[src/rtl/sampling_pkg.sv]
// Shared state encoding and record-packing helpers for the sample_engine frame sampler.
package sampling_pkg;

    typedef enum logic [2:0] {
        IDLE,
        READ,
        EVAL,
        WRITE,
        DONE
    } state_t;

    // Widest record pack_record can assemble; DATAWIDTH must stay below this.
    localparam int MAX_REC = 1024;

    function automatic int lane_width(input int pairs);
        return (pairs <= 2) ? 1 : $clog2(pairs);
    endfunction

    // Sign in the top bit, lane index just above the word address, zeros elsewhere.
    function automatic logic [MAX_REC-1:0] pack_record(
        input logic        sgn,
        input logic [31:0] lane,
        input logic [31:0] addr,
        input int          dw,
        input int          lw,
        input int          aw
    );
        logic [MAX_REC-1:0] addr_mask;
        logic [MAX_REC-1:0] lane_mask;
        logic [MAX_REC-1:0] rec;
        addr_mask = (MAX_REC'(1) << aw) - MAX_REC'(1);
        lane_mask = (MAX_REC'(1) << lw) - MAX_REC'(1);
        rec = (MAX_REC'(addr) & addr_mask) | ((MAX_REC'(lane) & lane_mask) << aw);
        rec = rec | (MAX_REC'(sgn) << (dw - 1));
        return rec;
    endfunction

endpackage

[src/rtl/pair_absdiff.sv]
// Absolute difference of one pixel pair and a strict (exclusive) threshold-band test.
module pair_absdiff #(
    parameter int PIXWIDTH = 16
) (
    input  logic [PIXWIDTH-1:0] a,
    input  logic [PIXWIDTH-1:0] b,
    input  logic [PIXWIDTH-1:0] thr_lo,
    input  logic [PIXWIDTH-1:0] thr_hi,
    output logic [PIXWIDTH:0]   diff,
    output logic                sgn,
    output logic                hit
);

    // One extra bit keeps the subtraction and compares free of wrap.
    always_comb begin
        sgn  = (a > b);
        diff = sgn ? ({1'b0, a} - {1'b0, b}) : ({1'b0, b} - {1'b0, a});
        hit  = ({1'b0, thr_lo} < diff) && (diff < {1'b0, thr_hi});
    end

endmodule

[src/rtl/sample_engine.sv]
// Streams a window of packed pixel words, tests every pair against a threshold band
// and writes one address record per hit into sample SRAM.
module sample_engine
    import sampling_pkg::*;
#(
    parameter int DATAWIDTH = 32,
    parameter int PIXWIDTH  = 16,
    parameter int PAIRS     = DATAWIDTH / (2 * PIXWIDTH),
    parameter int ADDR      = 14,
    parameter int SDEPTH    = 1200,
    parameter int SADDR     = $clog2(SDEPTH)
) (
    input  logic                 clk,
    input  logic                 rst,
    input  logic                 start,
    input  logic [ADDR-1:0]      fbase,
    input  logic [ADDR:0]        flen,
    input  logic [PIXWIDTH-1:0]  thr_lo,
    input  logic [PIXWIDTH-1:0]  thr_hi,
    output logic                 load,
    output logic [ADDR-1:0]      faddr,
    input  logic [DATAWIDTH-1:0] fdata,
    output logic                 store,
    output logic [SADDR-1:0]     saddr,
    output logic [DATAWIDTH-1:0] sdata,
    output logic                 busy,
    output logic                 done,
    output logic                 overflow,
    output logic [SADDR:0]       hit_count
);

    localparam int             LW         = lane_width(PAIRS);
    localparam logic [SADDR:0] FULL_COUNT = (SADDR + 1)'(SDEPTH);

    state_t               state;
    state_t               state_next;

    logic [ADDR-1:0]      cur_addr;
    logic [ADDR:0]        words_left;
    logic [ADDR-1:0]      word_addr;
    logic [PIXWIDTH-1:0]  thr_lo_q;
    logic [PIXWIDTH-1:0]  thr_hi_q;
    logic [PAIRS-1:0]     mask;
    logic [PAIRS-1:0]     sgn_q;
    logic [SADDR:0]       hit_count_q;
    logic                 overflow_q;

    logic [PAIRS-1:0]     pair_hit;
    logic [PAIRS-1:0]     pair_sgn;
    logic [PIXWIDTH:0]    diff_unused [PAIRS];

    logic [LW-1:0]        low_lane;
    logic                 low_sgn;
    logic [PAIRS-1:0]     low_onehot;
    logic [PAIRS-1:0]     mask_rest;
    logic                 full;
    logic                 more_words;
    logic [MAX_REC-1:0]   rec_full;
    logic                 unused_rec;

    // Magnitudes stay visible on the lane instances for debug; only hit and sign drive the engine.
    for (genvar p = 0; p < PAIRS; p++) begin : g_pair
        pair_absdiff #(
            .PIXWIDTH (PIXWIDTH)
        ) u_pair (
            .a      (fdata[(2*p+2)*PIXWIDTH-1 -: PIXWIDTH]),
            .b      (fdata[(2*p+1)*PIXWIDTH-1 -: PIXWIDTH]),
            .thr_lo (thr_lo_q),
            .thr_hi (thr_hi_q),
            .diff   (diff_unused[p]),
            .sgn    (pair_sgn[p]),
            .hit    (pair_hit[p])
        );
    end

    // Descending scan so the lowest pending lane is the one left standing.
    always_comb begin
        low_lane = '0;
        low_sgn  = 1'b0;
        for (int i = PAIRS - 1; i >= 0; i--) begin
            if (mask[i]) begin
                low_lane = LW'(i);
                low_sgn  = sgn_q[i];
            end
        end
    end

    assign low_onehot = mask & (~mask + PAIRS'(1));
    assign mask_rest  = mask & ~low_onehot;
    assign full       = (hit_count_q == FULL_COUNT);
    assign more_words = (words_left != '0);

    always_ff @(posedge clk or negedge rst) begin
        if (!rst) begin
            state <= IDLE;
        end else begin
            state <= state_next;
        end
    end

    always_comb begin
        state_next = state;
        case (state)
            IDLE: begin
                if (start) begin
                    state_next = (flen == '0) ? DONE : READ;
                end
            end
            READ: state_next = EVAL;
            EVAL: begin
                if (pair_hit != '0) begin
                    state_next = WRITE;
                end else begin
                    state_next = more_words ? READ : DONE;
                end
            end
            WRITE: begin
                if (full) begin
                    state_next = DONE;
                end else if (mask_rest == '0) begin
                    state_next = more_words ? READ : DONE;
                end
            end
            DONE:    state_next = IDLE;
            default: state_next = IDLE;
        endcase
    end

    // Run parameters are captured on start so the caller may change them mid-scan.
    always_ff @(posedge clk or negedge rst) begin
        if (!rst) begin
            cur_addr    <= '0;
            words_left  <= '0;
            word_addr   <= '0;
            thr_lo_q    <= '0;
            thr_hi_q    <= '0;
            mask        <= '0;
            sgn_q       <= '0;
            hit_count_q <= '0;
            overflow_q  <= 1'b0;
        end else begin
            case (state)
                IDLE: begin
                    if (start) begin
                        cur_addr    <= fbase;
                        words_left  <= flen;
                        thr_lo_q    <= thr_lo;
                        thr_hi_q    <= thr_hi;
                        mask        <= '0;
                        hit_count_q <= '0;
                        overflow_q  <= 1'b0;
                    end
                end
                READ: begin
                    word_addr  <= cur_addr;
                    cur_addr   <= cur_addr + 1'b1;
                    words_left <= words_left - 1'b1;
                end
                EVAL: begin
                    mask  <= pair_hit;
                    sgn_q <= pair_sgn;
                end
                WRITE: begin
                    if (full) begin
                        overflow_q <= 1'b1;
                    end else begin
                        mask        <= mask_rest;
                        hit_count_q <= hit_count_q + 1'b1;
                    end
                end
                default: ;
            endcase
        end
    end

    assign rec_full   = pack_record(low_sgn, 32'(low_lane), 32'(word_addr), DATAWIDTH, LW, ADDR);
    assign unused_rec = ^rec_full[MAX_REC-1:DATAWIDTH];

    assign load      = (state == READ);
    assign busy      = (state != IDLE);
    assign done      = (state == DONE);
    assign faddr     = cur_addr;
    assign store     = (state == WRITE) && !full;
    assign saddr     = store ? hit_count_q[SADDR-1:0] : '0;
    assign sdata     = store ? rec_full[DATAWIDTH-1:0] : '0;
    assign overflow  = overflow_q;
    assign hit_count = hit_count_q;

endmodule

[config.mk]
export PLATFORM = sky130hd
export DESIGN_NAME = sample_engine
export DESIGN_NICKNAME = d
export VERILOG_FILES = /design/src/rtl/sampling_pkg.sv /design/src/rtl/pair_absdiff.sv /design/src/rtl/sample_engine.sv
export SDC_FILE = /design/constraint.sdc
export NUM_CORES = 1
export LEC_CHECK = 0
export CAP_MARGIN = 40
export CORE_AREA = 2 2 130 132
export CTS_CLUSTER_DIAMETER = 120
export DETAILED_ROUTE_END_ITERATION = 8
export DIE_AREA = 0 0 132 134
export PLACE_DENSITY_LB_ADDON = 0.08
export SETUP_SLACK_MARGIN = 0.05
export SLEW_MARGIN = 20
export SYNTH_ARGS = -nofsm -noshare
export SYNTH_HDL_FRONTEND = slang
export SYNTH_HIERARCHICAL = 1
export SYNTH_SLANG_ARGS = --single-unit
export TNS_END_PERCENT = 30
[constraint.sdc]
create_clock -name clk -period 2.45 [get_ports clk]
set_clock_uncertainty 0.2 [all_clocks]
set_input_delay 0.245 -clock clk [delete_from_list [all_inputs] [get_ports clk]]
set_output_delay 0.245 -clock clk [all_outputs]
set_load 0.02 [all_outputs]
# [Word level (Yosys, flattened, before mapping)]
# Cells that the tools add are included.
[classes] addsub=6 order_cmp=3 eq_ne=9 muxes=23 bitwise_logic=5 n_reduce_logical=16
[ops] operator="16-bit by 16-bit subtractor with 17-bit output" n=2
[ops] operator="32-bit 2-to-1 mux" n=1
[ops] operator="14-bit by 32-bit OR with 32-bit output" n=1
[ops] operator="15-bit case mux with 2 select lines" n=1
[ops] operator="14-bit case mux with 2 select lines" n=1
[ops] operator="12-bit 2-to-1 mux" n=2
[ops] operator="12-bit case mux with 2 select lines" n=1
[ops] operator="3-bit 2-to-1 mux" n=6
[ops] operator="16-bit by 17-bit < comparator with 1-bit output" n=1
[ops] operator="17-bit by 16-bit < comparator with 1-bit output" n=1
[ops] operator="17-bit 2-to-1 mux" n=1
[ops] operator="16-bit > comparator" n=1
[ops] operator="15-bit logical NOT" n=1
[ops] operator="15-bit 2-to-1 mux" n=1
[ops] operator="15-bit nonzero test" n=1
[ops] operator="15-bit by 1-bit subtractor with 15-bit output, second input constant" n=1
[ops] operator="14-bit by 1-bit adder with 14-bit output, second input constant" n=1
[ops] operator="14-bit 2-to-1 mux" n=1
[ops] operator="12-bit by 1-bit adder with 12-bit output, second input constant" n=1
[ops] operator="12-bit by 11-bit equality test with 1-bit output, second input constant" n=1
[ops] operator="3-bit case mux with 4 select lines" n=1
[ops] operator="11-bit 2-to-1 mux" n=1
[ops] operator="3-bit AND reduction" n=3
[ops] operator="3-bit by 2-bit equality test with 1-bit output, second input constant" n=2
[ops] operator="16 further kinds" n=28
[word_totals] ff_bits=93 inputBits=96 output_inout_bits=74 word_cells=72

# [Longest topological paths before layout]
[logic_depth] depth_word=8 mapped_depth=28 ltp_nobuf=28

# [Hierarchy]
# Netlist, hierarchy kept.
[modules_own_cells] module="sample_engine" instances=1 cells_each=541 area_per_inst_um2=4738.3 seq_area_each_um2=2327.2
[modules_own_cells] module="pair_absdiff" instances=1 cells_each=358 area_per_inst_um2=2506.2 seq_area_each_um2=0.0

# [Least setup slack after synthesis]
# OpenSTA, ideal clock, no wires.
[synth_path] path_kind="input port to flip-flop" from="input port fdata[22]" to="register state[2]" setup_ps=125 arrival_ps=4307 t_required_ps=2125 slack_ps=-2182 stages=26 path_buffers=1 path_cell_list="inv_1 -> ha_1 -> buf_4 -> and4_4 -> and4_1 -> o21ai_1 -> nand4b_4 -> nand2_4 -> mux2i_1 -> a2bb2oi_1 -> nand3_1 -> a21oi_1 -> xnor2_1 -> ha_1 -> a211o_1 -> a21oi_1 -> o31ai_1 -> a31oi_1 -> o21ai_0 -> a211oi_2 -> nand4_1 -> and4bb_1 -> inv_1 -> a21oi_1 -> o22a_1 -> a21oi_1"
[synth_rtl] element="start: declaration" line="sample_engine.sv:22" rtl="input logic [DATAWIDTH-1:0] fdata,"
[synth_rtl] element="end signal: assignment" line="sample_engine.sv:97" rtl="state <= state_next;"
[synth_rtl] element="end: declaration" line="sample_engine.sv:35" rtl="state_t state;"

==> metrics <==
Synth Warn # 6; Static Leak 0.00509 µW; worst-path maximum fanout 7; setup violation total in the final timing report 24; Die W approximately 130 µm; PortBufs about 150; Final Hold Vio Count 0; GRT Max-Usage Layer met2; number of top-level pins 170; Final period util 182%; M2 GR Usage between 40 and 50%; vias in the first global route roughly 7.3k; crit path capture type register; Routed Antenna Nets 0; Initial DRT Pass Iterations 5; iteration-0 DRC count of the detailed router 260; core area 0.0163 mm²; Clock Latency Late Sink around 0.35 ns; max-slew violations 0; die height about 130 µm; Slew HR between 30% and 40%; global placement routability congestion 0.849; Slew @ Worst Pin just under 1 ns; placed instance area slightly below 0.01 mm²; number of cells on the worst reg-to-reg path 14; clk root buf clkbuf_16; number of CTS-inserted buffers 9; Peak VDD IR roughly 560 µV; post-synthesis instance total between 800 and 900; dpl hpwl around 16 mm; met3 Use GR under 10%; drt wl/cell 15.6 µm; CTS Buffer Depth 2; f_max ~0.22 GHz; final setup margin -2.00 ns; final instance area approximately 0.011 mm²; Die Area about 0.018 mm²; worst reg-to-reg setup slack -0.32 ns; Non-Filler Instances around 1.4k; Worst R2R Start thr_hi_q[15]; max_cap viols 0; CP startpoint kind input pin; initial antenna violation count 1; share of cells above drive strength 1 between 20% and 30%; H-Tree Depth 3; Mapped Area 0.00723 mm²; failing checks setup timing; placed insts roughly 1.4k; Initial Util between 40 and 50%; syn_area_per_cell slightly above 8 µm²; Reg-to-Reg End state[2]; CP required roughly 2.5 ns; Final #Nets approximately 1.3k; most frequent cell on the critical path buf_6; crit-path max cell delay roughly 0.31 ns; pwr/cell area between 800 and 900 mW/mm²; clk slew on worst S/H paths 0.07 ns; kind of critical path in -> reg; CP max-delay cell ha_4; worst path arrival time 4.47 ns; Total Routing Usage GR 24.6%; total gr overflow 0; via density per instance 5.24; Rows 47; pin count of the biggest net entering global routing between 70 and 80; RSZ-0062 raised after global routing yes; DRC violations left 0; worst hold path type in -> async; P&R area growth vs syn 51.4%; outcome finished, violations left; Final min period around 4.4 ns; GR met1 Demand/Resource between 20 and 30%; CTS tree yes; final WL about 22 mm; CTS sink cnt 93; global-route wire length before repair roughly 36 mm; vias between 7k and 8k
-- worst max-delay path, delay by kind of cell --
| family | cells | cell delay [ns] |
|---|---|---|
| AND/OR/NAND/NOR | 12 | 2.00 |
| buffers and inverters | 6 | 0.73 |
| AO/OA/AOI/OAI | 4 | 0.57 |
| adder cells (fa/ha/maj) | 2 | 0.61 |
| XOR/XNOR | 1 | 0.15 |
| multiplexers | 1 | 0.18 |
-- timing repair --
action / CTS / global route
buffers inserted: 15 / 10
setup endpoints to repair: 32 / 28
hold buffers: 1 / 0
resized for setup: 304 / 22
hold endpoints to repair: 60 / 0
pin swaps: 78 / 19
-- sequential cells by signal, indices dropped and copies added, names as in the netlist --
register,flops
state,3
mask,1
words_left,15
faddr,14
thr_hi_q,16
thr_lo_q,16
hit_count,12
word_addr,14
overflow,1
sgn_q,1
-- stage by stage --
step | hold WS, ns | TNS, ns | util (%) | power (µW) | worst slack [ns]
after detailed placement | -0.0413 | -11.87 | 60.5 | 7400 | -2.87
final | 0.125 | -9.40 | 67.2 | 9390 | -2.00
after global placement | -0.0453 | -11.75 | 60.5 | 7340 | -2.78
after CTS | 0.126 | -8.84 | 66.1 | 9280 | -1.88
after floorplan | -0.251 | -7.31 | - | 5620 | -1.98
after global routing | 0.137 | -12.76 | 67.2 | 10200 | -2.22
-- report_power, final --
part | internal (µW) | switching, µW
Sequential | 2180 | 583
Combinational | 2310 | 2690
Clock | 1000 | 625
-- cell type report --
type                            count  area, µm²
Fill cell                        1424       5350
Multi-Input combinational cell    688       5030
Sequential cell                    93       2330
Clock buffer                        9        225
Tap cell                          220        275
Inverter                           75        289
Antenna cell                        1       2.50
Clock inverter                      7        120
Timing Repair Buffer              301       2670
-- worst max-delay path by stage --
stage	startpoint	endpoint	slack, ns	depth (start not counted)
floorplan	fdata[13]	state[2]	-1.98	25
global placement	fdata[21]	state[2]	-2.78	26
detailed placement	fdata[28]	state[2]	-2.87	26
CTS	fdata[28]	state[2]	-1.88	27
global route	fdata[28]	state[2]	-2.22	27
finish	fdata[12]	state[0]	-2.00	26
-- routing by layer --
| metal | vias up | share of wire, % | routed length, µm |
|---|---|---|---|
| li1 | 3609 | - | - |
| met1 | 3491 | 42 | 9200 |
| met2 | 170 | 52 | 11300 |
| met3 | 31 | 4.1 | 901 |
| met4 | 0 | 1.6 | 347 |
| met5 | - | 0 | 0 |
-- layout by cell type (no fill, tap or decap), types with 19 or more instances in the layout --
cell type	count
dfrtp_1	93
buf_4	137
inv_1	55
nand2_1	186
nor3_1	21
nand3_1	19
o21ai_0	20
ha_4	22
clkdlybuf4s15_2	26
clkdlybuf4s50_1	91
a21oi_1	32
and2_1	26
ha_1	35
nor2_1	48
No activity file was read; power rests on OpenSTA's default activity.
